### config.mk
export PLATFORM = sky130hd
export DESIGN_NAME = operand_fetch_stage
export DESIGN_NICKNAME = d
export VERILOG_FILES = /design/src/rtl/operand_fetch_stage.sv
export SDC_FILE = /design/constraint.sdc
export NUM_CORES = 1
export LEC_CHECK = 0
export ABC_AREA = 1
export BUFFER_PORTS_ARGS = -buffer_cell sky130_fd_sc_hd__buf_2
export CAP_MARGIN = 20
export CORE_ASPECT_RATIO = 1.75
export CORE_UTILIZATION = 54
export DETAILED_ROUTE_END_ITERATION = 8
export PLACE_DENSITY = 0.91
export SKIP_LAST_GASP = 1
export SLEW_MARGIN = 30
export SYNTH_ARGS = -nofsm -noshare
export SYNTH_HDL_FRONTEND = slang
export SYNTH_SLANG_ARGS = --single-unit
### constraint.sdc
create_clock -name clk -period 3.1 [get_ports clk]
set_input_delay 0 -clock clk [delete_from_list [all_inputs] [get_ports clk]]
set_output_delay 0 -clock clk [all_outputs]
set_load 0.02 [all_outputs]
### src/rtl/operand_fetch_stage.sv
// Decode-to-execute stage: drives register file selects, forwards EX/MEM/WB results into the
// operands, inserts a bubble on load-use hazards, and holds the result in a valid/ready ID/EX slot.
module operand_fetch_stage #(
  parameter int unsigned DATA_W = 32,
  parameter int unsigned REG_AW = 4
) (
  input  logic              clk,
  input  logic              reset,
  input  logic              flush,
  input  logic              in_valid,
  output logic              in_ready,
  input  logic [REG_AW-1:0] in_rn,
  input  logic [REG_AW-1:0] in_rm,
  input  logic [REG_AW-1:0] in_rd,
  input  logic              in_use_rn,
  input  logic              in_use_rm,
  input  logic              in_wr_en,
  input  logic              in_is_load,
  output logic [REG_AW-1:0] rf_sel_a,
  output logic [REG_AW-1:0] rf_sel_b,
  input  logic [DATA_W-1:0] rf_data_a,
  input  logic [DATA_W-1:0] rf_data_b,
  input  logic              ex_wr_en,
  input  logic              ex_is_load,
  input  logic [REG_AW-1:0] ex_rd,
  input  logic [DATA_W-1:0] ex_result,
  input  logic              mem_wr_en,
  input  logic [REG_AW-1:0] mem_rd,
  input  logic [DATA_W-1:0] mem_result,
  input  logic              wb_wr_en,
  input  logic [REG_AW-1:0] wb_rd,
  input  logic [DATA_W-1:0] wb_data,
  output logic              out_valid,
  input  logic              out_ready,
  output logic [DATA_W-1:0] out_op_a,
  output logic [DATA_W-1:0] out_op_b,
  output logic [REG_AW-1:0] out_rd,
  output logic              out_wr_en,
  output logic              out_is_load,
  output logic [15:0]       stall_cnt
);

  logic              valid_q, valid_d;
  logic              bubble_q, bubble_d;
  logic [DATA_W-1:0] op_a_q, op_a_d, op_b_q, op_b_d;
  logic [REG_AW-1:0] rd_q, rd_d;
  logic              wr_en_q, wr_en_d, is_load_q, is_load_d;
  logic [15:0]       stall_q, stall_d;

  logic              hazard, can_load, accept;
  logic [DATA_W-1:0] fwd_a, fwd_b;

  assign rf_sel_a = in_rn;
  assign rf_sel_b = in_rm;

  // A load in EX has no data yet, so it is never a forwarding source.
  always_comb begin
    fwd_a = rf_data_a;
    if (!in_use_rn)                                      fwd_a = '0;
    else if (ex_wr_en && ex_rd == in_rn && !ex_is_load)  fwd_a = ex_result;
    else if (mem_wr_en && mem_rd == in_rn)               fwd_a = mem_result;
    else if (wb_wr_en && wb_rd == in_rn)                 fwd_a = wb_data;
  end

  always_comb begin
    fwd_b = rf_data_b;
    if (!in_use_rm)                                      fwd_b = '0;
    else if (ex_wr_en && ex_rd == in_rm && !ex_is_load)  fwd_b = ex_result;
    else if (mem_wr_en && mem_rd == in_rm)               fwd_b = mem_result;
    else if (wb_wr_en && wb_rd == in_rm)                 fwd_b = wb_data;
  end

  assign hazard   = in_valid && ex_wr_en && ex_is_load &&
                    ((in_use_rn && ex_rd == in_rn) || (in_use_rm && ex_rd == in_rm));
  assign can_load = !valid_q || out_ready;
  assign in_ready = can_load && !hazard && !flush;
  assign accept   = in_valid && in_ready;

  // Bubble state behaves like empty; the flag only records that a bubble was issued.
  always_comb begin
    valid_d   = valid_q;
    bubble_d  = bubble_q;
    op_a_d    = op_a_q;
    op_b_d    = op_b_q;
    rd_d      = rd_q;
    wr_en_d   = wr_en_q;
    is_load_d = is_load_q;
    stall_d   = stall_q;
    if (reset) begin
      valid_d   = 1'b0;
      bubble_d  = 1'b0;
      op_a_d    = '0;
      op_b_d    = '0;
      rd_d      = '0;
      wr_en_d   = 1'b0;
      is_load_d = 1'b0;
      stall_d   = '0;
    end else if (flush) begin
      valid_d  = 1'b0;
      bubble_d = 1'b0;
    end else if (can_load) begin
      if (accept) begin
        valid_d   = 1'b1;
        bubble_d  = 1'b0;
        op_a_d    = fwd_a;
        op_b_d    = fwd_b;
        rd_d      = in_rd;
        wr_en_d   = in_wr_en;
        is_load_d = in_is_load;
      end else if (hazard) begin
        valid_d  = 1'b0;
        bubble_d = 1'b1;
        if (stall_q != 16'hFFFF) stall_d = stall_q + 16'd1;
      end else begin
        valid_d  = 1'b0;
        bubble_d = 1'b0;
      end
    end
  end

  always_ff @(posedge clk) begin
    valid_q   <= valid_d;
    bubble_q  <= bubble_d;
    op_a_q    <= op_a_d;
    op_b_q    <= op_b_d;
    rd_q      <= rd_d;
    wr_en_q   <= wr_en_d;
    is_load_q <= is_load_d;
    stall_q   <= stall_d;
  end

  assign out_valid   = valid_q;
  assign out_op_a    = op_a_q;
  assign out_op_b    = op_b_q;
  assign out_rd      = rd_q;
  assign out_wr_en   = wr_en_q;
  assign out_is_load = is_load_q;
  assign stall_cnt   = stall_q;

endmodule

==> impl_metrics.yaml <==
synth:
  syn-num-nets: 1597
  synth.lib_cells_used.distinct: 27
  synth_seq_cells: 87
  synth.yosys.seq_area_share: 0.242
  number_of_cells_produced_by_synthesis: 1399
  avgSynthCellArea_sq_um: 5.14
  synth.top_cells.by_area: "dfxtp_1, nand2_1, nor2_1, inv_1, nand4_1"
  yosys.area.top_type_share: 0.242
  synthesis.yosys.warnings: 0
  syn_area_sq_mm: 0.00719
  netlist.top_cell.by_area: "dfxtp_1"
placed_design:
  post_dp_cell_area_sq_mm: 0.00864
  placement.setup.worst_slack_ns: 0.970
  dp.final_hpwl_microns: 18100
  port_buffers: 292
  placed_cells: 1803
  routabilityCongestion: 0.947
sta:
  setup-tns-final_ns: 0
  rsz0062_at_grt: "false"
  tightest_slew_ns: 0.735
  finalHoldViolCount: 0
  max_freq_mhz: 400
  skew_ns: 0.00840
  layout_setup_ws_ns: 0.601
  finalSetupViolCount: 0
  clock_period_minus_worst_slack_ns: 2.50
  max-slew-margin-rel: 0.510
  final_min_period_over_clock_period: 0.806
  timing.final.max_slew_violations: 0
floorplan:
  floorplan.die_area_sq_mm: 0.0138
  core-area_sq_mm: 0.0129
  top_level_ports: 293
  die_width_microns: 89.2
  die_height_microns: 155
  initial_core_util: 0.556
  row_count: 55
grt:
  wire_length_of_the_first_global_routing_pass_microns: 39300
  grt_overflow: 0
  first_global_vias: 8723
  antenna_found_initial: 2
  track_usage: 0.364
  grt_max_degree: 66
power_and_ir_drop:
  leakage_nw: 5.86
  power_per_cell_area_mw_per_mm2: 343
  power.ir.vdd_worst_uv: 249
final_layout:
  layout.cells.most_common: "nand2_1"
  finalInstanceArea_sq_mm: 0.00903
  seqCellArea_sq_mm: 0.00174
  instances_no_fill: 1829
  fill_cells: 1282
  area_growth_pct: 25.6
  drive_gt1_frac: 0.210
  design.final.nets: 1849
  multiInputGateArea_sq_mm: 0.00404
  commonest_cells_after_routing_fill_and_taps_aside: "nand2_1, nor2_1, buf_2"
cts:
  worst_setup_hold_path_clk_slew_ns: 0.07
  cts_inserted_buffers: 9
  ctsHtreeMaxLevel: 3
  cts_tree: "built"
  clock_latency_ns: 0.34
  max-clock-path-buffers: 2
  cts_root_buffer: "clkbuf_16"
  tritoncts_num_sinks: 87
  cts_resized: 0
  post-cts-setup-buffers: 0
critical_path:
  setup.worst_path.start: "flush"
  rr_worst_depth: 5
  startpoint_type: "input port"
  r2r_setup_slack_ns: 0.61
  critical_path.endpoint_type: "flip-flop"
  worst_setup_path_endpoint: "out_valid$_SDFFE_PP0N_"
  startpoint_of_the_most_critical_register_to_register_path: "out_valid$_SDFFE_PP0N_"
  worst_ep_required_time_ns: 3.38
  critical_path.max_fanout: 62
  critical_setup_path_class: "input port to flip-flop"
  worst_ep_arrival_time_ns: 2.77
  worst_r2r_endpoint: "out_valid$_SDFFE_PP0N_"
detailed_routing:
  via_per_inst: 5.16
  drc: 0
  detail_route.first_pass.iterations: 5
  route.vias.total: 9430
  post_drt_wl_per_cell_microns: 13.7
  postRouteWirelength_microns: 25100
  drt_first_iter_violations: 530
  postRouteAntennaNets: 0
outcome:
  status: "finished clean"
min_path:
  timing.hold.worst.class: "input port to flip-flop"
job:
  max_cap_check_violation_count: 0
[what timing repair did]
item                                    4_1_cts  5_1_grt
endpoints found under the setup margin        0        0
hold endpoints to repair                      7        0
hold buffers                                  8        0
[logic make-up (layout without fill, tap and decap cells)]
| kind of cell | after synthesis | after routing | synth area share |
|---|---|---|---|
| compound gates | 36 | 36 | 0.0254 |
| fa+ha+maj | 1 | 1 | 0.00174 |
| flops | 87 | 87 | 0.242 |
| xor+xnor | 5 | 5 | 0.00609 |
| simple gates | 921 | 921 | 0.527 |
| other cells | 0 | 2 | 0 |
| buf+inv | 349 | 606 | 0.197 |
[power breakdown]
part           switching (mW)  leakage, nW  internal (mW)  total (mW)
Combinational           0.520         5.01          0.287       0.806
Clock                   0.482        0.144          0.635        1.12
Sequential             0.0206        0.706           1.15        1.17
Total                    1.02         5.86           2.07        3.10
[state kept, by name, indices dropped and copies added (netlist names)]
name	cells
out_wr_en	1
out_is_load	1
out_rd	4
out_op_b	32
stall_cnt	16
out_op_a	32
out_valid	1
[critical path: stages]
cell and delay [ns]:
dlygate4sd3_1 0.54, buf_2 0.14, a21oi_1 0.40, nand3_2 0.34
buf_4 0.44, a211oi_1 0.30, dlygate4sd3_1 0.58
[per-stage QoR]
stage / power [mW] / hold slack, ns / util
after floorplan: 1.69 / 0.0785 / -
after global placement: 1.97 / 0.216 / 0.668
after detailed placement: 1.98 / 0.214 / 0.668
after CTS: 3.10 / 0.0937 / 0.698
after global routing: 3.25 / 0.138 / 0.698
final: 3.10 / 0.0975 / 0.698
[synth_stat cells (all sizes together)]
cell type  number
a211oi          1
or2             1
a21oi          19
nand3          85
xor2            4
xnor2           1
nand4          67
ha              1
nor3            4
buf            53
nor3b           1
o21ai          16
clkbuf         26
inv           270
nor2          365
nand2         398
dfxtp          87
[per-layer routing]
metal  vias up  GRT usage  wire length (microns)
li1       4644          -                      -
met1      4089      0.399                   8950
met2       561      0.620                  12200
met3       136     0.0640                   2300
met4         0      0.243                   1610
met5         -          0                      0
[how the worst min path moves through the flow]
| stage | start | to | slack (ns) | cells past startpoint |
|---|---|---|---|---|
| floorplan | flush | out_valid$_SDFFE_PP0N_ | 0.08 | 1 |
| global placement | flush | out_valid$_SDFFE_PP0N_ | 0.22 | 2 |
| detailed placement | flush | out_valid$_SDFFE_PP0N_ | 0.21 | 2 |
| CTS | ex_result[9] | out_op_a[9]$_SDFFE_PP0P_ | 0.09 | 7 |
| global route | ex_result[9] | out_op_b[9]$_SDFFE_PP0P_ | 0.14 | 7 |
| finish | ex_result[7] | out_op_b[7]$_SDFFE_PP0P_ | 0.1 | 7 |
[cell type report]
cell class                      instances  area share
Clock buffer                            9      0.0249
Sequential cell                        87       0.193
Timing Repair Buffer                  320       0.190
Tap cell                              171      0.0237
Clock inverter                          7     0.00873
Inverter                              270       0.112
Multi-Input combinational cell        963       0.447
Antenna cell                            2    0.000554
Note: power is estimated with default switching activity, not from simulation.
